$ cat src/rtl/simd_cfg_pkg.sv
// -----------------------------------------------------------------------------
// simd_cfg_pkg
// Shared definitions for the SIMD boot/dump sequencer:
//   - cfg_state_e : sequencer FSM states
//   - DEF_CFG_*   : default widths/depths for the controller parameters
//   - next_ch()   : walks the channel-enable mask in ascending order
// No ports (package).
// -----------------------------------------------------------------------------
package simd_cfg_pkg;

  localparam int DEF_CFG_NUM_CH    = 3;
  localparam int DEF_CFG_ADDR_W    = 10;
  localparam int DEF_CFG_DEPTH     = 1024;
  localparam int DEF_CFG_DATA_W    = 64;
  localparam int DEF_CFG_PC_W      = 10;
  localparam int DEF_CFG_FIN_CNT   = 4;
  localparam int DEF_CFG_TIMEOUT_W = 24;

  // Widest mask next_ch() can scan; NUM_CH must not exceed this.
  localparam int CFG_MAX_CH = 16;

  typedef enum logic [2:0] {
    ST_IDLE,
    ST_LOAD,
    ST_RUN,
    ST_DUMP_RD,
    ST_DUMP_HOLD,
    ST_DONE
  } cfg_state_e;

  // Lowest set mask bit strictly above 'ch'. Pass ch = -1 to get the first
  // enabled channel. Returns CFG_MAX_CH when no further channel is enabled.
  function automatic int next_ch(input logic [CFG_MAX_CH-1:0] mask, input int ch);
    int res;
    res = CFG_MAX_CH;
    for (int i = CFG_MAX_CH - 1; i >= 0; i--) begin
      if ((i > ch) && mask[i]) res = i;
    end
    return res;
  endfunction

endpackage

$ cat src/rtl/simd_finish_detect.sv
// -----------------------------------------------------------------------------
// simd_finish_detect
// Program-end detection while the core runs.
//   - A PC that stays unchanged for FIN_CNT consecutive cycles is a self-jump,
//     reported as a one-cycle oFinish pulse.
//   - A watchdog counts enabled cycles and pulses oTimeout when the count
//     reaches iTimeout (iTimeout == 0 disables it).
// Ports:
//   rClk      in   clock, posedge
//   rReset    in   synchronous, active-low reset
//   iEnable   in   high while the core is running; low clears all tracking
//   iPC       in   PC_W   core PC
//   iTimeout  in   TIMEOUT_W watchdog limit in cycles
//   oFinish   out  finish pulse (combinational)
//   oTimeout  out  watchdog pulse (combinational)
// -----------------------------------------------------------------------------
module simd_finish_detect #(
  parameter int PC_W      = 10,
  parameter int FIN_CNT   = 4,
  parameter int TIMEOUT_W = 24
) (
  input  logic                 rClk,
  input  logic                 rReset,
  input  logic                 iEnable,
  input  logic [PC_W-1:0]      iPC,
  input  logic [TIMEOUT_W-1:0] iTimeout,
  output logic                 oFinish,
  output logic                 oTimeout
);

  localparam int CNT_W = $clog2(FIN_CNT + 1);
  localparam logic [CNT_W-1:0] FIN_LIM = CNT_W'(FIN_CNT - 1);

  logic [PC_W-1:0]      last_pc_q, last_pc_d;
  logic [CNT_W-1:0]     stable_cnt_q, stable_cnt_d;
  logic [TIMEOUT_W-1:0] wd_cnt_q, wd_cnt_d;
  logic                 pc_same;

  // The stable counter holds the number of back-to-back repeats of the PC,
  // so FIN_CNT cycles at one PC means FIN_CNT-1 repeats. Tracking restarts
  // from zero every time the core is let out of reset.
  always_comb begin
    pc_same      = (iPC == last_pc_q);
    last_pc_d    = '0;
    stable_cnt_d = '0;
    wd_cnt_d     = '0;
    if (iEnable) begin
      last_pc_d = iPC;
      if (pc_same) begin
        stable_cnt_d = (stable_cnt_q == FIN_LIM) ? stable_cnt_q : stable_cnt_q + 1'b1;
      end
      wd_cnt_d = wd_cnt_q + 1'b1;
    end
    oFinish  = iEnable && (stable_cnt_d == FIN_LIM);
    oTimeout = iEnable && (iTimeout != '0) && (wd_cnt_d == iTimeout);
  end

  always_ff @(posedge rClk) begin
    if (!rReset) begin
      last_pc_q    <= '0;
      stable_cnt_q <= '0;
      wd_cnt_q     <= '0;
    end else begin
      last_pc_q    <= last_pc_d;
      stable_cnt_q <= stable_cnt_d;
      wd_cnt_q     <= wd_cnt_d;
    end
  end

endmodule

$ cat src/rtl/simd_mem_config_ctrl.sv
// -----------------------------------------------------------------------------
// simd_mem_config_ctrl
// Boot/dump sequencer for the SIMD top (CP + PE array). Loads every enabled
// memory channel from a valid/ready stream, releases the core, waits for a
// PC self-jump (or watchdog), freezes the core and streams every enabled
// channel back out.
// Ports:
//   rClk, rReset            clock (posedge), synchronous active-low reset
//   iStart, iCh_Mask        start pulse and channel-enable mask (IDLE/DONE)
//   iTimeout                RUN watchdog limit, 0 = disabled
//   iLd_Valid/iLd_Data/oLd_Ready   load stream
//   oBus_Valid (one-hot), oBus_Address, oBus_Write_Data, oBus_Write_Enable
//   iBus_Read_Data          per-channel read data, 1-cycle latency
//   oCore_Reset             core reset, active high
//   iPC                     core PC
//   oDp_Valid/oDp_Data/oDp_Last/iDp_Ready   dump stream
//   oFinished, oTimeout, oDone              sticky status flags
// -----------------------------------------------------------------------------
module simd_mem_config_ctrl
  import simd_cfg_pkg::*;
#(
  parameter int NUM_CH    = DEF_CFG_NUM_CH,
  parameter int ADDR_W    = DEF_CFG_ADDR_W,
  parameter int DEPTH     = DEF_CFG_DEPTH,
  parameter int DATA_W    = DEF_CFG_DATA_W,
  parameter int PC_W      = DEF_CFG_PC_W,
  parameter int FIN_CNT   = DEF_CFG_FIN_CNT,
  parameter int TIMEOUT_W = DEF_CFG_TIMEOUT_W
) (
  input  logic                     rClk,
  input  logic                     rReset,
  input  logic                     iStart,
  input  logic [NUM_CH-1:0]        iCh_Mask,
  input  logic [TIMEOUT_W-1:0]     iTimeout,
  input  logic                     iLd_Valid,
  input  logic [DATA_W-1:0]        iLd_Data,
  output logic                     oLd_Ready,
  output logic [NUM_CH-1:0]        oBus_Valid,
  output logic [ADDR_W-1:0]        oBus_Address,
  output logic [DATA_W-1:0]        oBus_Write_Data,
  output logic                     oBus_Write_Enable,
  input  logic [NUM_CH*DATA_W-1:0] iBus_Read_Data,
  output logic                     oCore_Reset,
  input  logic [PC_W-1:0]          iPC,
  output logic                     oDp_Valid,
  output logic [DATA_W-1:0]        oDp_Data,
  output logic                     oDp_Last,
  input  logic                     iDp_Ready,
  output logic                     oFinished,
  output logic                     oTimeout,
  output logic                     oDone
);

  localparam int CH_W = (NUM_CH > 1) ? $clog2(NUM_CH) : 1;
  localparam logic [ADDR_W-1:0] LAST_ADDR = ADDR_W'(DEPTH - 1);

  cfg_state_e          state_q, state_d;
  logic [CH_W-1:0]     ch_q, ch_d;
  logic [ADDR_W-1:0]   addr_q, addr_d;
  logic [NUM_CH-1:0]   mask_q, mask_d;
  logic [NUM_CH-1:0]   bus_valid_q, bus_valid_d;
  logic                bus_we_q, bus_we_d;
  logic [ADDR_W-1:0]   bus_addr_q, bus_addr_d;
  logic [DATA_W-1:0]   bus_wdata_q, bus_wdata_d;
  logic                core_reset_q, core_reset_d;
  logic                finished_q, finished_d;
  logic                timeout_q, timeout_d;
  logic                done_q, done_d;
  logic                first_q, first_d;
  logic [DATA_W-1:0]   dp_data_q, dp_data_d;

  logic                fin_pulse, to_pulse;
  int                  first_start, first_run, nxt;
  logic                wrap, last_word;
  logic [ADDR_W-1:0]   adv_addr;
  logic [CH_W-1:0]     adv_ch;
  logic [NUM_CH-1:0]   cur_onehot, adv_onehot;
  logic [DATA_W-1:0]   rd_slice, dp_out;

  simd_finish_detect #(
    .PC_W      (PC_W),
    .FIN_CNT   (FIN_CNT),
    .TIMEOUT_W (TIMEOUT_W)
  ) u_finish_detect (
    .rClk     (rClk),
    .rReset   (rReset),
    .iEnable  (state_q == ST_RUN),
    .iPC      (iPC),
    .iTimeout (iTimeout),
    .oFinish  (fin_pulse),
    .oTimeout (to_pulse)
  );

  // Address/channel stepping shared by LOAD and DUMP. The address wraps at
  // DEPTH-1 (not at 2**ADDR_W); after the last enabled channel the channel
  // pointer rewinds to the first one so the next phase starts in place.
  always_comb begin
    first_start = next_ch(CFG_MAX_CH'(iCh_Mask), -1);
    first_run   = next_ch(CFG_MAX_CH'(mask_q), -1);
    nxt         = next_ch(CFG_MAX_CH'(mask_q), int'(ch_q));
    wrap        = (addr_q == LAST_ADDR);
    last_word   = wrap && (nxt >= NUM_CH);
    adv_addr    = wrap ? '0 : addr_q + 1'b1;
    adv_ch      = ch_q;
    if (wrap) adv_ch = (nxt < NUM_CH) ? CH_W'(nxt) : CH_W'(first_run);
    cur_onehot  = NUM_CH'(1) << ch_q;
    adv_onehot  = NUM_CH'(1) << adv_ch;
  end

  // Read data arrives the cycle after the strobe, i.e. in the first HOLD
  // cycle. It is forwarded straight to the dump port then and held in
  // dp_data_q for any stall cycles that follow.
  always_comb begin
    rd_slice = iBus_Read_Data[int'(ch_q)*DATA_W +: DATA_W];
    dp_out   = first_q ? rd_slice : dp_data_q;
  end

  // Sequencer. All bus strobes are computed here and registered, so a strobe
  // always appears the cycle after the decision; read strobes are issued on
  // the transition into DUMP_RD so the data lands in the first HOLD cycle.
  always_comb begin
    state_d      = state_q;
    ch_d         = ch_q;
    addr_d       = addr_q;
    mask_d       = mask_q;
    bus_valid_d  = '0;
    bus_we_d     = 1'b0;
    bus_addr_d   = bus_addr_q;
    bus_wdata_d  = bus_wdata_q;
    core_reset_d = core_reset_q;
    finished_d   = finished_q;
    timeout_d    = timeout_q;
    done_d       = done_q;
    first_d      = (state_q == ST_DUMP_RD);
    dp_data_d    = dp_out;

    case (state_q)
      ST_IDLE, ST_DONE: begin
        if (iStart && (iCh_Mask != '0)) begin
          state_d    = ST_LOAD;
          mask_d     = iCh_Mask;
          ch_d       = CH_W'(first_start);
          addr_d     = '0;
          finished_d = 1'b0;
          timeout_d  = 1'b0;
          done_d     = 1'b0;
        end
      end
      ST_LOAD: begin
        if (iLd_Valid) begin
          bus_valid_d = cur_onehot;
          bus_we_d    = 1'b1;
          bus_addr_d  = addr_q;
          bus_wdata_d = iLd_Data;
          addr_d      = adv_addr;
          ch_d        = adv_ch;
          if (last_word) begin
            state_d      = ST_RUN;
            core_reset_d = 1'b0;
          end
        end
      end
      ST_RUN: begin
        if (fin_pulse || to_pulse) begin
          finished_d   = finished_q | fin_pulse;
          timeout_d    = timeout_q | to_pulse;
          core_reset_d = 1'b1;
          state_d      = ST_DUMP_RD;
          bus_valid_d  = cur_onehot;
          bus_addr_d   = addr_q;
        end
      end
      ST_DUMP_RD: begin
        state_d = ST_DUMP_HOLD;
      end
      ST_DUMP_HOLD: begin
        if (iDp_Ready) begin
          addr_d = adv_addr;
          ch_d   = adv_ch;
          if (last_word) begin
            state_d = ST_DONE;
            done_d  = 1'b1;
          end else begin
            state_d     = ST_DUMP_RD;
            bus_valid_d = adv_onehot;
            bus_addr_d  = adv_addr;
          end
        end
      end
      default: state_d = ST_IDLE;
    endcase
  end

  always_ff @(posedge rClk) begin
    if (!rReset) begin
      state_q      <= ST_IDLE;
      ch_q         <= '0;
      addr_q       <= '0;
      mask_q       <= '0;
      bus_valid_q  <= '0;
      bus_we_q     <= 1'b0;
      bus_addr_q   <= '0;
      bus_wdata_q  <= '0;
      core_reset_q <= 1'b1;
      finished_q   <= 1'b0;
      timeout_q    <= 1'b0;
      done_q       <= 1'b0;
      first_q      <= 1'b0;
      dp_data_q    <= '0;
    end else begin
      state_q      <= state_d;
      ch_q         <= ch_d;
      addr_q       <= addr_d;
      mask_q       <= mask_d;
      bus_valid_q  <= bus_valid_d;
      bus_we_q     <= bus_we_d;
      bus_addr_q   <= bus_addr_d;
      bus_wdata_q  <= bus_wdata_d;
      core_reset_q <= core_reset_d;
      finished_q   <= finished_d;
      timeout_q    <= timeout_d;
      done_q       <= done_d;
      first_q      <= first_d;
      dp_data_q    <= dp_data_d;
    end
  end

  assign oLd_Ready         = (state_q == ST_LOAD);
  assign oBus_Valid        = bus_valid_q;
  assign oBus_Address      = bus_addr_q;
  assign oBus_Write_Data   = bus_wdata_q;
  assign oBus_Write_Enable = bus_we_q;
  assign oCore_Reset       = core_reset_q;
  assign oDp_Valid         = (state_q == ST_DUMP_HOLD);
  assign oDp_Data          = dp_out;
  assign oDp_Last          = (state_q == ST_DUMP_HOLD) && wrap;
  assign oFinished         = finished_q;
  assign oTimeout          = timeout_q;
  assign oDone             = done_q;

endmodule

$ cat config.mk
export PLATFORM = sky130hd
export DESIGN_NAME = simd_mem_config_ctrl
export DESIGN_NICKNAME = d
export VERILOG_FILES = /design/src/rtl/simd_cfg_pkg.sv /design/src/rtl/simd_finish_detect.sv /design/src/rtl/simd_mem_config_ctrl.sv
export SDC_FILE = /design/constraint.sdc
export NUM_CORES = 1
export LEC_CHECK = 0
export CAP_MARGIN = 20
export CORE_AREA = 3 3 190 192
export DETAILED_ROUTE_END_ITERATION = 10
export DIE_AREA = 0 0 193 195
export GPL_TIMING_DRIVEN = 0
export PLACE_DENSITY = 0.58
export SLEW_MARGIN = 20
export SYNTH_ARGS = -nofsm -noshare
export SYNTH_HDL_FRONTEND = slang
export SYNTH_HIERARCHICAL = 1
export SYNTH_SLANG_ARGS = --single-unit
$ cat constraint.sdc
create_clock -name rClk -period 4.1 [get_ports rClk]
set_input_delay 0.82 -clock rClk [delete_from_list [all_inputs] [get_ports rClk]]
set_output_delay 0.82 -clock rClk [all_outputs]
set_load 0.01 [all_outputs]
; ---- Yosys cells after proc, flatten, opt, wreduce, memory -nomap -nowiden
; Index checks and enable logic that the tools add are counted.
[totals]
input_bits = 298
register_bits = 202
elab_cells = 128
out_inout_bits = 149
[classes]
add_sub_neg = 3
order_cmp = 4
bitwise = 2
shifts = 3
eq_ne = 17
n_reduce_logical = 28
muxes = 54
[op_table]
columns = operator, n
row1 = $shiftx 192x9->64, 1
row2 = $mux 10, 8
row3 = $mux 64, 1
row4 = $pmux 10 s3, 2
row5 = $mux 3, 13
row6 = $ge 32x3->1 const B, 1
row7 = $lt 32x3->1 const B, 1
row8 = $mux 32, 1
row9 = $add 24x1->24 const B, 1
row10 = $eq 24x24->1, 1
row11 = $mux 24, 1
row12 = $reduce_bool 24->1, 1
row13 = $mux 2, 11
row14 = $pmux 3 s5, 1
row15 = $eq 3x2->1 const B, 4
row16 = $reduce_and 4->1, 3
row17 = $add 10x1->10 const B, 1
row18 = $eq 10x10->1, 1
row19 = $eq 10x10->1 const B, 1
row20 = $reduce_and 5->1, 2
row21 = $mux 1, 9
row22 = $pmux 3 s3, 1
row23 = $reduce_bool 3->1, 3
row24 = $logic_and 1x1->1, 8
row25 = 18 further kinds, 34

; ---- Depth between registers and ports, before layout
; Gate-level depths: netlist (run 1).
[logic_depth]
depth_word = 11
ltp_mapped = 14
ltp_nobuf = 12

; ---- Modules after synthesis
; The synthesis (run 1) kept the hierarchy.
[modules_own_cells]
columns = module, seq_area_each_um2, instances, cells_per_inst, area_per_inst_um2
row1 = simd_mem_config_ctrl, 3303.2, 1, 1029, 7958.9
row2 = simd_finish_detect, 740.7, 1, 287, 2389.8

; ---- Worst setup path after synthesis (run 1)
; OpenSTA, ideal clock, no wires.
[synth_path]
path_kind = register -> register
start = reg u_finish_detect.wd_cnt_q[0]
end = reg bus_addr_q[2] (netlist: oBus_Address[2])
required_ns = 3.984
path_stages_with_launch = 15
arrival_time_ns = 3.246
n_path_buf = 2
setup_slack_ns = 0.738
period_less_slack_ns = 3.362
setup_time_ns = 0.116
path_cell_list = dfxtp_1 ha_1 nand3_1 clkbuf_1 nor4_1 a22oi_1 a2111o_1 o311a_1 a311oi_1 and4b_1 o21ai_0 a32oi_1 clkbuf_1 nand2_1 o211a_1
[synth_between]
elab_chain_cells = 7
[synth_lines]
columns = element, line
row1 = from (decl), simd_finish_detect.sv:36  ; logic [TIMEOUT_W-1:0] wd_cnt_q, wd_cnt_d;
row2 = from (signal assigned), simd_finish_detect.sv:66  ; wd_cnt_q <= wd_cnt_d;
row3 = $add 24x1->24, simd_finish_detect.sv:52  ; wd_cnt_d = wd_cnt_q + 1'b1;
row4 = $mux 24, simd_finish_detect.sv:47  ; if (iEnable) begin
row5 = $eq 24x24->1, simd_finish_detect.sv:55  ; oTimeout = iEnable && (iTimeout != '0) && (wd_cnt_d == iTimeout);
row6 = $logic_and 1x1->1, simd_finish_detect.sv:55
row7 = via to_pulse, simd_mem_config_ctrl.sv:72  ; logic fin_pulse, to_pulse;
row8 = $logic_or 1x1->1, simd_mem_config_ctrl.sv:164  ; if (fin_pulse || to_pulse) begin
row9 = $ne 2x2->1 (no line), n/a
row10 = $reduce_and 5->1 (no line), n/a
row11 = to (signal assigned), simd_mem_config_ctrl.sv:217  ; bus_addr_q <= bus_addr_d;
row12 = to (decl), simd_mem_config_ctrl.sv:63  ; logic [ADDR_W-1:0] bus_addr_q, bus_addr_d;
; The timed path passes the listed nets, and every way through them passes these cells.
; A chain may end at the register's enable or synchronous reset.

; ---- Worst setup path in the final report (run 1)
[layout_path]
start = reg ch_q[1]
end = out oDp_Data[23]
[layout_between]
elab_chain_cells = 2
[layout_lines]
columns = element, line
row1 = from (decl), simd_mem_config_ctrl.sv:58  ; logic [CH_W-1:0] ch_q, ch_d;
row2 = from (signal assigned), simd_mem_config_ctrl.sv:212  ; ch_q <= ch_d;
row3 = $shiftx 192x9->64, simd_mem_config_ctrl.sv:114  ; rd_slice = iBus_Read_Data[int'(ch_q)*DATA_W +: DATA_W];
row4 = $mux 64, simd_mem_config_ctrl.sv:115  ; dp_out = first_q ? rd_slice : dp_data_q;
row5 = to (decl), simd_mem_config_ctrl.sv:46  ; output logic [DATA_W-1:0] oDp_Data,
; No other way between the ends.

==> results.tsv, run 1 <==
stage	metric	value	unit
setup_path	WP buf/inv	4	
sta	RSZ-0062 raised after global routing	false	
setup_path	WP depth	7	
setup_path	Setup CP Type	register to primary output	
synth	Synthesis Warnings	6	
pwr	Leak	5.87	nW
finish	Register Area	4050	sq um
hold_path	worst min path class	register to register	
cts	# clock sinks	202	
global_route	total track usage	21.7	%
sta	Final Cycle Share	95.7	%
floorplan	# IOs	447	
flow_run	max_cap viols	0	
synth	Syn Nets	1617	
floorplan	Die Height	195	um
drt	Pre-Repair DR Iteration Count	5	
hold_path	Hold Path End	oBus_Write_Data[9]$_SDFFE_PN0P_	
synth	EDFF count, synth	0	
cts	cts bufs inserted	25	
finish	FILL cells	3482	
setup_path	Top cell by count, worst path	a21oi_1	
cts	Hold Buf Count CTS	0	
finish	area of the multi-input gates	5950	sq um
sta	fmax	255	MHz
drt	Avg WL per Cell	19.2	um
drt	Initial DRC Count	573	
finish	Area Overhead vs Synth	57.6	%
sta	Clock Skew	0.00951	ns
setup_path	biggest cell delay along the critical path	0.63	ns
cts	Worst-path clk slew	0.06	ns
cts	clk_lat worst skew	0.51	ns
cts	H-tree Lvls	1	
place	gpl congestion	0.856	
global_route	first-pass GRT wire length	63.6	mm
sta	Worst Max-Slew Pin Slew	0.852	ns
synth	Main synth FF type	dfxtp_1	
setup_path	Crit path arrival time	3.10	ns
sta	Max-slew headroom	42.8	%
floorplan	Initial Util	30.0	%
setup_path	RR Endpoint	oBus_Address[1]$_SDFFE_PN0P_	
finish	Cell Count, Final, Fillers Out	2264	
synth	Mean Syn Cell Area	7.86	sq um
place	DP HPWL	34.7	mm
global_route	vias in the first global route	10800	
synth	Post-Syn Instances	1316	
floorplan	cell row count	68	
drt	via count	11000	
setup_path	CP Launch Type	register	
place	Placed Cells	2217	
floorplan	Placeable Area	34500	sq um
setup_path	depth of the worst register-to-register path	12	
synth	Async SR Flop Fraction	0	%
place	PortBufs	446	
setup_path	Worst R2R Start	u_finish_detect/wd_cnt_q[4]$_SDFF_PN0_	
hold_path	Min-Delay Startpoint	oBus_Write_Data[9]$_SDFFE_PN0P_	
floorplan	Die X	193	um
pwr	Peak VDD IR	0.245	mV
setup_path	Worst path slowest cell	clkdlybuf4s50_1	
finish	final layout net count	2091	
setup_path	Critical Path RT	3.28	ns
setup_path	reg2reg setup slack	0.21	ns
cts	CTS tree	built	
setup_path	cell family with most CP delay	buffers and inverters	
setup_path	CP Max Fanout	10	
setup_path	crit-path cells	inv_1 -> nor2_1 -> clkbuf_2 -> clkbuf_1 -> a21oi_1 -> a21oi_1 -> clkdlybuf4s50_1	
sta	Final min period	3.92	ns
cts	clk root buf	clkbuf_16	
outcome	status	finished, final reports clean	
global_route	maximum number of pins on one net before global-route repair	12	
sta	final number of max-transition violations	0	
sta	# setup viols final	0	
drt	Post-Route WL	43.4	mm
place	post-place setup slack	-0.350	ns
finish	fraction of layout cells with a size suffix above 1	4.76	%
synth	#FFs+latches synth	202	
cts	deepest clock path buffer count	3	
hold_path	Min-Delay Path Depth	2	
floorplan	die area	37600	sq um
drt	Remaining DRCs	0	
synth	Synth cell types	70	
sta	Final WS setup	0.175	ns
sta	Hold Vio Cnt, Final	0	
global_route	GRT overflow	0	
synth	Mapped Area	10300	sq um
global_route	initial antenna violation count	4	
drt	Routed Antenna Nets	0	
synth	register area share after synthesis	39.1	%
drt	Vias per Instance	4.85	
setup_path	CP Capture Type	primary output	
pwr	PD cells	452	nW/um^2
-- placed cells by master (no fill, tap or decap), types with 7 or more instances in the layout --
cell type        instances
clkdlybuf4s50_1        446
dfxtp_1                200
nor2_1                 174
nand2_1                167
a21oi_1                153
clkbuf_1                75
mux2i_1                 68
a21boi_0                68
and2_1                  66
o21ai_0                 31
clkbuf_16               25
nand3_1                 24
xnor2_1                 24
nor3_1                  19
nor2b_1                 18
and3_1                  17
xor2_1                  13
nor4_1                  12
inv_1                   11
nand2b_1                11
clkbuf_2                 8
nand3b_1                 8
a31oi_1                  8
nand4_1                  8
buf_2                    7
buf_1                    7
clkbuf_8                 7
-- tightest hold or removal path: stages, from the launching register on --
cell      delay [ns]
dfxtp_1         0.30
nand2_1         0.05
a21boi_0        0.06
-- sequential cells by signal (all words and copies together), names as in the netlist, 10 cells and up --
register / flops
oBus_Write_Data: 64
addr_q: 10
oBus_Address: 10
u_finish_detect/last_pc_q: 10
dp_data_q: 64
u_finish_detect/wd_cnt_q: 24
-- worst max-delay path by stage --
| stage | start | end | slack [ns] |
|---|---|---|---|
| floorplan | u_finish_detect/wd_cnt_q[0]$_SDFF_PN0_ | oBus_Address[2]$_SDFFE_PN0P_ | 0.74 |
| global placement | ch_q[0]$_SDFFE_PN0P_ | oDp_Data[60] | -0.35 |
| detailed placement | ch_q[0]$_SDFFE_PN0P_ | oDp_Data[60] | -0.35 |
| CTS | state_q[1]$_SDFFE_PN0P_ | oBus_Address[6]$_SDFFE_PN0P_ | 0.007 |
| global route | u_finish_detect/wd_cnt_q[4]$_SDFF_PN0_ | oBus_Address[3]$_SDFFE_PN0P_ | 0.001 |
| finish | ch_q[1]$_SDFFE_PN0P_ | oDp_Data[23] | 0.18 |
-- cell usage after synthesis, drive strengths merged (4+ instances only) --
cell / n / area, sq um
nand3: 24 / 120
and4: 4 / 35.0
a21boi: 68 / 510
o211a: 4 / 40.0
nand4: 10 / 75.1
or2: 7 / 43.8
mux2i: 68 / 681
buf: 14 / 58.8
and2: 66 / 413
nand2b: 11 / 68.8
and3: 17 / 106
a21o: 4 / 30.0
a211oi: 5 / 37.5
xor2: 13 / 114
or4: 5 / 41.3
clkbuf: 83 / 312
nor4: 17 / 106
a22oi: 4 / 30.0
inv: 11 / 41.3
nor2b: 18 / 113
o21ai: 32 / 160
nor2: 174 / 653
nand4b: 6 / 52.6
nor3b: 4 / 35.0
dfxtp: 202 / 4040
or3: 7 / 48.8
a31oi: 8 / 50.1
nand3b: 8 / 60.1
nor3: 19 / 95.1
a21oi: 156 / 785
xnor2: 24 / 210
nand2: 167 / 627
-- cells by family after synthesis --
group,Yosys count,synth area share [%]
AO/OA/AOI/OAI,318,19.0
flip-flops,202,39.1
multiplexers,70,6.79
buffers and inverters,109,4.01
XOR/XNOR,40,3.78
AND/OR/NAND/NOR,574,26.9
adder cells (fa/ha/maj),3,0.363
-- per-stage QoR --
stage	instance area, sq um	total power, mW	TNS (ns)	util (%)	hold slack [ns]
after floorplan	10300	3.83	0	-	0.451
after global placement	15400	5.21	-3.38	44.5	0.442
after detailed placement	15400	5.22	-2.92	44.5	0.450
after CTS	16200	7.47	0	47.0	0.464
after global routing	16300	7.82	0	47.2	0.484
final	16300	7.37	0	47.2	0.461
-- per-layer routing --
| layer | share of wire [%] | GRT usage (%) | routed length [um] |
|---|---|---|---|
| met4 | 4.0 | 8.41 | 1710 |
| met1 | 38 | 24.3 | 16500 |
| met5 | 0 | 0 | 0 |
| met2 | 50 | 39.2 | 21500 |
| met3 | 8.3 | 5.21 | 3610 |
-- power breakdown --
part           leakage, nW  switching (mW)  internal [mW]  total (mW)
clock                0.410           0.836           1.36        2.19
sequential            1.64           0.130           2.19        2.32
combinational         3.82            1.59           1.26        2.86
total                 5.87            2.56           4.81        7.37
-- final cells by class --
type | instances | share of cell area [%]
well taps | 455 | 3.49
inverters | 12 | 0.276
repair buffers | 449 | 27.5
flip-flops and latches | 202 | 24.8
clock buffers | 35 | 4.50
multi-input cells | 1005 | 36.5
plain buffers | 95 | 2.32
clock inverters | 7 | 0.522
diodes | 4 | 0.0614
-- what timing repair did --
action / in CTS / in global routing
resized for setup: 17 / 19
buffers inserted: 0 / 3
pin swaps: 0 / 1
setup endpoints to repair: 59 / 11
(Power assumes the default switching activity.)
==> run 2, diff against run 1 <==
--- a/config.mk
+++ b/config.mk
@@ -6,11 +6,12 @@
 export NUM_CORES = 1
 export LEC_CHECK = 0
 export CAP_MARGIN = 20
-export CORE_AREA = 3 3 190 192
+export CORE_AREA = 3 3 172 174
+export CTS_CLUSTER_DIAMETER = 100
 export DETAILED_ROUTE_END_ITERATION = 10
-export DIE_AREA = 0 0 193 195
+export DIE_AREA = 0 0 175 177
 export GPL_TIMING_DRIVEN = 0
-export PLACE_DENSITY = 0.58
+export PLACE_DENSITY = 0.71
 export SLEW_MARGIN = 20
 export SYNTH_ARGS = -nofsm -noshare
 export SYNTH_HDL_FRONTEND = slang
==> constraint.sdc (replaced) <==
create_clock -name rClk -period 3.2 [get_ports rClk]
set_input_delay 0.64 -clock rClk [delete_from_list [all_inputs] [get_ports rClk]]
set_output_delay 0.64 -clock rClk [all_outputs]
set_load 0.01 [all_outputs]
==> run 2 against run 1 <==
Net effect: the run now ends with setup timing left; power is 32% higher; critical path depth grew 6; routed wire length increased by 1.7%; global-route usage is 4.9 points higher; critical path type is now register to register; final cell count shrank 2.3%; worst hold slack worse by 0.0023 ns; via count rose by 4.9%; sequential share of layout area fell by 0.57 points; first-iteration DRC count increased by 14%.
==> results.tsv, run 2 (synthesis results as in run 1) <==
stage	metric	value	unit	change
pwr	switch share	34.7	%	about the same
sta	Max-slew headroom	42.0	%	-0.73 points
setup_path	Critical Path RT	3.60	ns	+0.32 ns
pwr	NetSw	3.37	mW	+32%
floorplan	Initial Util	37.0	%	+7.1 points
pwr	Peak VDD IR	0.381	mV	+55%
setup_path	CP Max Fanout	4		-6
hold_path	worst min path class	register to register		
global_route	total track usage	26.6	%	+4.9 points
finish	Area Overhead vs Synth	63.2	%	
sta	RSZ-0062 raised after global routing	true		
setup_path	RR Endpoint	state_q[2]$_SDFFE_PN0P_		
floorplan	Placeable Area	27900	sq um	-19%
cts	Worst-path clk slew	0.05	ns	about the same
finish	fraction of layout cells with a size suffix above 1	10.1	%	+5.3 points
outcome	failing checks	setup timing		
setup_path	crit path from	u_finish_detect/wd_cnt_q[4]$_SDFF_PN0_		
finish	Finished Core Util	60.4	%	+13 points
floorplan	Die Height	177	um	-9.2%
setup_path	Crit path arrival time	3.76	ns	+0.66 ns
setup_path	Setup CP Type	register to register		
sta	# setup viols final	15		+15
place	gpl congestion	0.933		+9.0%
cts	cts bufs inserted	24		-4.0%
flow_run	max_cap viols	0		unchanged
setup_path	Worst R2R Start	u_finish_detect/wd_cnt_q[4]$_SDFF_PN0_		
drt	Remaining DRCs	0		unchanged
global_route	met3 global-route usage	6.65	%	+1.4 points
finish	most common cell after layout, fill and taps aside	clkdlybuf4s50_1		
drt	via count	11500		+4.9%
drt	Post-Route WL	44.1	mm	+1.7%
drt	Routed Antenna Nets	0		unchanged
cts	clk_lat worst skew	0.52	ns	about the same
global_route	gr busiest metal	met2		
drt	Vias per Instance	5.21		+7.4%
finish	final layout net count	2112		+1.0%
floorplan	Die X	175	um	-9.3%
sta	Clock Skew	0.0282	ns	+0.0187 ns
finish	area of the multi-input gates	6240	sq um	+4.8%
floorplan	die area	31000	sq um	-18%
setup_path	Worst setup endpoint	state_q[2]$_SDFFE_PN0P_		
sta	Final min period	3.36	ns	
global_route	GRT overflow	0		unchanged
pwr	combinational fraction of design power	39.1	%	+0.3 points
place	PortBufs	446		unchanged
pwr	PD cells	574	nW/um^2	+27%
global_route	maximum number of pins on one net before global-route repair	13		+1
global_route	initial antenna violation count	7		+3
drt	Avg WL per Cell	20.0	um	+4.2%
cts	deepest clock path buffer count	3		unchanged
setup_path	CP Capture Type	register		
global_route	met2 global-route usage	48.3	%	+9.1 points
drt	Pre-Repair DR Iteration Count	6		+1
cts	H-tree Lvls	1		unchanged
sta	Worst Max-Slew Pin Slew	0.860	ns	+0.00839 ns
pwr	Clock power frac	29.8	%	about the same
cts	CTS tree	built		
setup_path	depth of the worst register-to-register path	13		+1
cts	Hold Buf Count CTS	0		unchanged
floorplan	# IOs	447		unchanged
sta	WHS	0.458	ns	-0.00227 ns
global_route	first-pass GRT wire length	65.0	mm	+2.2%
cts	clk root buf	clkbuf_16		
sta	Final Cycle Share	105	%	
place	post-place setup slack	-0.931	ns	-0.581 ns
finish	Register Area	4090	sq um	+1.2%
sta	Final WS setup	-0.162	ns	-0.337 ns
global_route	vias in the first global route	11400		+4.9%
pwr	Leak	6.74	nW	+15%
finish	FILL cells	2519		-28%
floorplan	cell row count	61		-10%
cts	# clock sinks	202		unchanged
drt	Initial DRC Count	652		+14%
setup_path	reg2reg setup slack	-0.16	ns	-0.37 ns
sta	final number of max-transition violations	0		unchanged
place	DP HPWL	33.9	mm	-2.2%
outcome	status	complete, but fails checks		
sta	fmax	297	MHz	
pwr	Internal	6.32	mW	+32%
global_route	met1 global-route usage	28.8	%	+4.4 points
pwr	Reg power frac	31.0	%	-0.5 points
finish	highest-count cells in the layout ignoring fill and taps	clkdlybuf4s50_1 (396), dfxtp_1 (182), nor2_1 (172), nand2_1 (162), a21oi_1 (141)		
sta	Hold Vio Cnt, Final	0		unchanged
setup_path	CP Launch Type	register		
-- run 2: cell count changes in the layout (fill, tap and decap cells not counted), sizes merged --
cell / delta
dlymetal6s2s: +29
dlygate4sd2: +21
buf: +29
bufinv: +2
diode: +2
clkdlybuf4s50: -50
clkinv: -2
clkbuf: -7
-- run 2: metal layers --
| metal | routed length [um] | up-vias |
|---|---|---|
| li1 | - | 5558 |
| met1 | 16400 | 5351 |
| met2 | 21900 | 501 |
| met3 | 3530 | 117 |
| met4 | 2280 | 0 |
| met5 | 0 | - |
-- run 2: cell type report --
class,count,share of cell area (%)
Antenna cell,6,0.0889
Buffer,91,2.64
Clock buffer,35,4.16
Clock inverter,7,0.800
Inverter,12,0.267
Multi-Input combinational cell,1005,36.9
Sequential cell,202,24.2
Tap cell,378,2.80
Timing Repair Buffer,475,28.1
-- run 2: how the worst min path moves through the flow --
stage / to / start / slack, ns / cells past startpoint
final: oDone$_SDFFE_PN0P_ / oDone$_SDFFE_PN0P_ / 0.46 / 2
after global routing: oBus_Write_Data[49]$_SDFFE_PN0P_ / oBus_Write_Data[49]$_SDFFE_PN0P_ / 0.48 / 2
after CTS: oDone$_SDFFE_PN0P_ / oDone$_SDFFE_PN0P_ / 0.46 / 2
after global placement: oDone$_SDFFE_PN0P_ / oDone$_SDFFE_PN0P_ / 0.45 / 2
after floorplan: u_finish_detect/wd_cnt_q[0]$_SDFF_PN0_ / u_finish_detect/wd_cnt_q[0]$_SDFF_PN0_ / 0.45 / 1
after detailed placement: oDone$_SDFFE_PN0P_ / oDone$_SDFFE_PN0P_ / 0.45 / 2
-- run 2: power groups by stage --
stage               logic, mW  clock network, mW  registers (mW)
finish                   3.79               2.89            3.01
global route             4.10               3.05            3.04
CTS                      3.78               2.95            2.99
detailed placement       3.69                  0            2.98
global placement         3.65                  0            2.97
floorplan                1.87                  0            3.05
-- run 2: per-stage QoR --
| step | power [mW] | setup TNS [ns] | area, sq um | instances |
|---|---|---|---|---|
| 2_1_floorplan | 4.91 | 0 | 10400 | 1316 |
| 3_3_place_gp | 6.63 | -31.10 | 15300 | 2140 |
| 3_5_place_dp | 6.67 | -30.00 | 15300 | 2140 |
| 4_1_cts | 9.72 | -1.13 | 16600 | 2193 |
| 5_1_grt | 10.2 | -2.74 | 16900 | 2211 |
| 6_report | 9.69 | -1.55 | 16900 | 2211 |
-- run 2: critical path, stage by stage (launching register included) --
cell and delay (ns):
dfxtp_4 0.37, nand4_4 0.13, or4_4 0.58, buf_4 0.16, or3_1 0.39, xor2_2 0.19, a41oi_1 0.23, o211ai_1 0.13
and4b_2 0.31, buf_4 0.15, buf_6 0.10, nor2_2 0.13, a211oi_2 0.09, o221a_2 0.28
-- run 2: timing repair --
action                                  4_1_cts  5_1_grt
endpoints found under the setup margin       82       57
cloned                                        1        0
pin swaps                                    20       18
buffers inserted                             15       13
resized for setup                           138       73
==> run 3, diff against run 2 <==
--- a/config.mk
+++ b/config.mk
@@ -10,6 +10,7 @@
 export CTS_CLUSTER_DIAMETER = 100
 export DETAILED_ROUTE_END_ITERATION = 10
 export DIE_AREA = 0 0 175 177
+export GPL_ROUTABILITY_DRIVEN = 0
 export GPL_TIMING_DRIVEN = 0
 export PLACE_DENSITY = 0.71
 export SLEW_MARGIN = 20
==> run 3 against run 2 <==
Net effect: the flow still finishes with violations (setup timing); power decreased by 3.6%; clock skew decreased by 0.021 ns; global-route usage grew 0.16 points.
==> results.tsv, run 3 (synthesis results as in run 1) <==
stage	metric	value	unit	change
outcome	status	complete, but fails checks		
outcome	failing checks	setup timing		
setup_path	biggest cell delay along the critical path	0.41	ns	-0.17 ns
global_route	maximum number of pins on one net before global-route repair	13		unchanged
pwr	Leak	6.72	nW	-0.32%
place	Placed Cells	2140		unchanged
cts	H-tree Lvls	1		unchanged
drt	Remaining DRCs	0		unchanged
cts	clk root buf	clkbuf_16		
place	post-place setup slack	-0.952	ns	-0.0210 ns
floorplan	# IOs	447		unchanged
cts	cts bufs inserted	23		-4.2%
finish	Area Overhead vs Synth	62.1	%	
cts	clk_lat worst skew	0.51	ns	about the same
finish	Cell Count, Final, Fillers Out	2209		-0.090%
sta	Clock Skew	0.00712	ns	-0.0211 ns
setup_path	Setup CP Type	register to register		
sta	Max-slew headroom	39.4	%	-2.6 points
finish	fraction of layout cells with a size suffix above 1	9.97	%	-0.10 points
global_route	vias in the first global route	11400		+0.088%
drt	via count	11600		+0.27%
floorplan	Initial Util	37.0	%	unchanged
place	DP HPWL	33.9	mm	about the same
drt	Vias per Instance	5.23		+0.36%
global_route	initial antenna violation count	6		-1
place	PortBufs	446		unchanged
cts	# clock sinks	202		unchanged
global_route	total track usage	26.7	%	+0.16 points
hold_path	Min-Delay Path Depth	2		unchanged
floorplan	cell row count	61		unchanged
finish	Final Cell Area	16800	sq um	-0.67%
floorplan	Die Height	177	um	unchanged
setup_path	cell family with most CP delay	compound AO/OA/AOI/OAI gates		
global_route	first-pass GRT wire length	65.5	mm	+0.73%
drt	Routed Antenna Nets	0		unchanged
cts	Worst-path clk slew	0.06	ns	about the same
pwr	total power	9.34	mW	-3.6%
drt	Pre-Repair DR Iteration Count	6		unchanged
cts	CTS tree	built		
flow_run	max_cap viols	0		unchanged
setup_path	Worst path slowest cell	nor4bb_1		
floorplan	Placeable Area	27900	sq um	unchanged
setup_path	depth of the worst register-to-register path	15		+2
finish	most common cell after layout, fill and taps aside	clkdlybuf4s50_1		
global_route	GRT overflow	0		unchanged
setup_path	CP Capture Type	register		
sta	Final Cycle Share	104	%	-0.59 points
pwr	Peak VDD IR	0.457	mV	+20%
hold_path	worst min path class	register to register		
cts	deepest clock path buffer count	3		unchanged
setup_path	WP buf/inv	3		unchanged
setup_path	Critical Path RT	3.60	ns	about the same
sta	fmax	299	MHz	+0.56%
drt	Avg WL per Cell	20.0	um	+0.34%
sta	RSZ-0062 raised after global routing	true		
sta	Hold Vio Cnt, Final	0		unchanged
setup_path	CP Launch Type	register		
floorplan	die area	31000	sq um	unchanged
finish	final layout net count	2112		unchanged
finish	highest-count cells in the layout ignoring fill and taps	clkdlybuf4s50_1 (395), dfxtp_1 (184), nor2_1 (172), nand2_1 (162), a21oi_1 (140)		
setup_path	CP Max Fanout	7		+3
setup_path	Crit path arrival time	3.74	ns	-0.02 ns
cts	Hold Buf Count CTS	0		unchanged
sta	Final WS setup	-0.143	ns	+0.0188 ns
sta	# setup viols final	12		-3
sta	Worst Max-Slew Pin Slew	0.900	ns	+0.0392 ns
place	Placed Area	15300	sq um	unchanged
sta	final number of max-transition violations	0		unchanged
setup_path	crit-path cells	ha_4 -> nand3_2 -> buf_6 -> o31a_1 -> nor4bb_1 -> o21ai_1 -> a221oi_2 -> o2111ai_2 -> and4b_2 -> buf_4 -> buf_6 -> nor2_2 -> o21ai_1 -> nand2_1 -> o221a_2		
floorplan	Die X	175	um	unchanged
sta	Final min period	3.34	ns	-0.0188 ns
drt	Post-Route WL	44.2	mm	+0.25%
drt	Initial DRC Count	646		-0.92%
setup_path	WP depth	15		+2
pwr	PD cells	557	nW/um^2	-3.0%
-- run 3: power breakdown --
| part | switching, mW | total [mW] | leakage (nW) | internal, mW |
|---|---|---|---|---|
| clock network | 1.04 | 2.54 | 0.355 | 1.50 |
| logic | 2.10 | 3.79 | 4.72 | 1.69 |
| registers | 0.205 | 3.01 | 1.65 | 2.80 |
| total | 3.34 | 9.34 | 6.72 | 6.00 |
-- run 3: worst register-to-register path: stages (launching register included) --
cell and delay [ns]:
dfxtp_4 0.37, ha_4 0.15, nand3_2 0.10, buf_6 0.16, o31a_1 0.35, nor4bb_1 0.41, o21ai_1 0.16, a221oi_2 0.28
o2111ai_2 0.17, and4b_2 0.39, buf_4 0.13, buf_6 0.09, nor2_2 0.04, o21ai_1 0.14, nand2_1 0.08, o221a_2 0.24
-- run 3: final timing paths --
| path | slack (ns) | endpoint | start |
|---|---|---|---|
| worst max-delay path | -0.14 | state_q[2]$_SDFFE_PN0P_ | u_finish_detect/wd_cnt_q[0]$_SDFF_PN0_ |
| worst min-delay path | 0.46 | oDone$_SDFFE_PN0P_ | oDone$_SDFFE_PN0P_ |
| worst max register to register | -0.14 | state_q[2]$_SDFFE_PN0P_ | u_finish_detect/wd_cnt_q[0]$_SDFF_PN0_ |
| worst min register to register | 0.46 | oDone$_SDFFE_PN0P_ | oDone$_SDFFE_PN0P_ |
-- run 3: routing by layer --
metal | track usage (%) | vias up | wire (um)
met5 | 0 | - | 13
met4 | 13.0 | 2 | 2320
met3 | 6.61 | 118 | 3380
met2 | 48.1 | 514 | 22100
met1 | 29.5 | 5373 | 16400
li1 | - | 5551 | -
-- run 3: through the flow --
step	utilization, %	setup TNS [ns]	hold slack, ns
CTS	58.9	-0.958	0.457
global placement	54.8	-30.66	0.444
global route	60.0	-3.25	0.484
detailed placement	54.8	-30.70	0.442
floorplan	-	0	0.451
finish	60.0	-1.28	0.455
-- run 3: what timing repair did --
item / CTS / global route
pin swaps: 14 / 14
buffers inserted: 20 / 9
setup endpoints to repair: 82 / 59
gates cloned: 1 / 0
resized for setup: 136 / 76
-- run 3: final cells by class --
class                           count  area [sq um]
Timing Repair Buffer              476          4750
Tap cell                          378           473
Antenna cell                        5          12.5
Inverter                           12          45.0
Clock buffer                       31           616
Clock inverter                      9          95.1
Sequential cell                   202          4090
Buffer                             91           447
Multi-Input combinational cell   1005          6240
Fill cell                        2546         11200
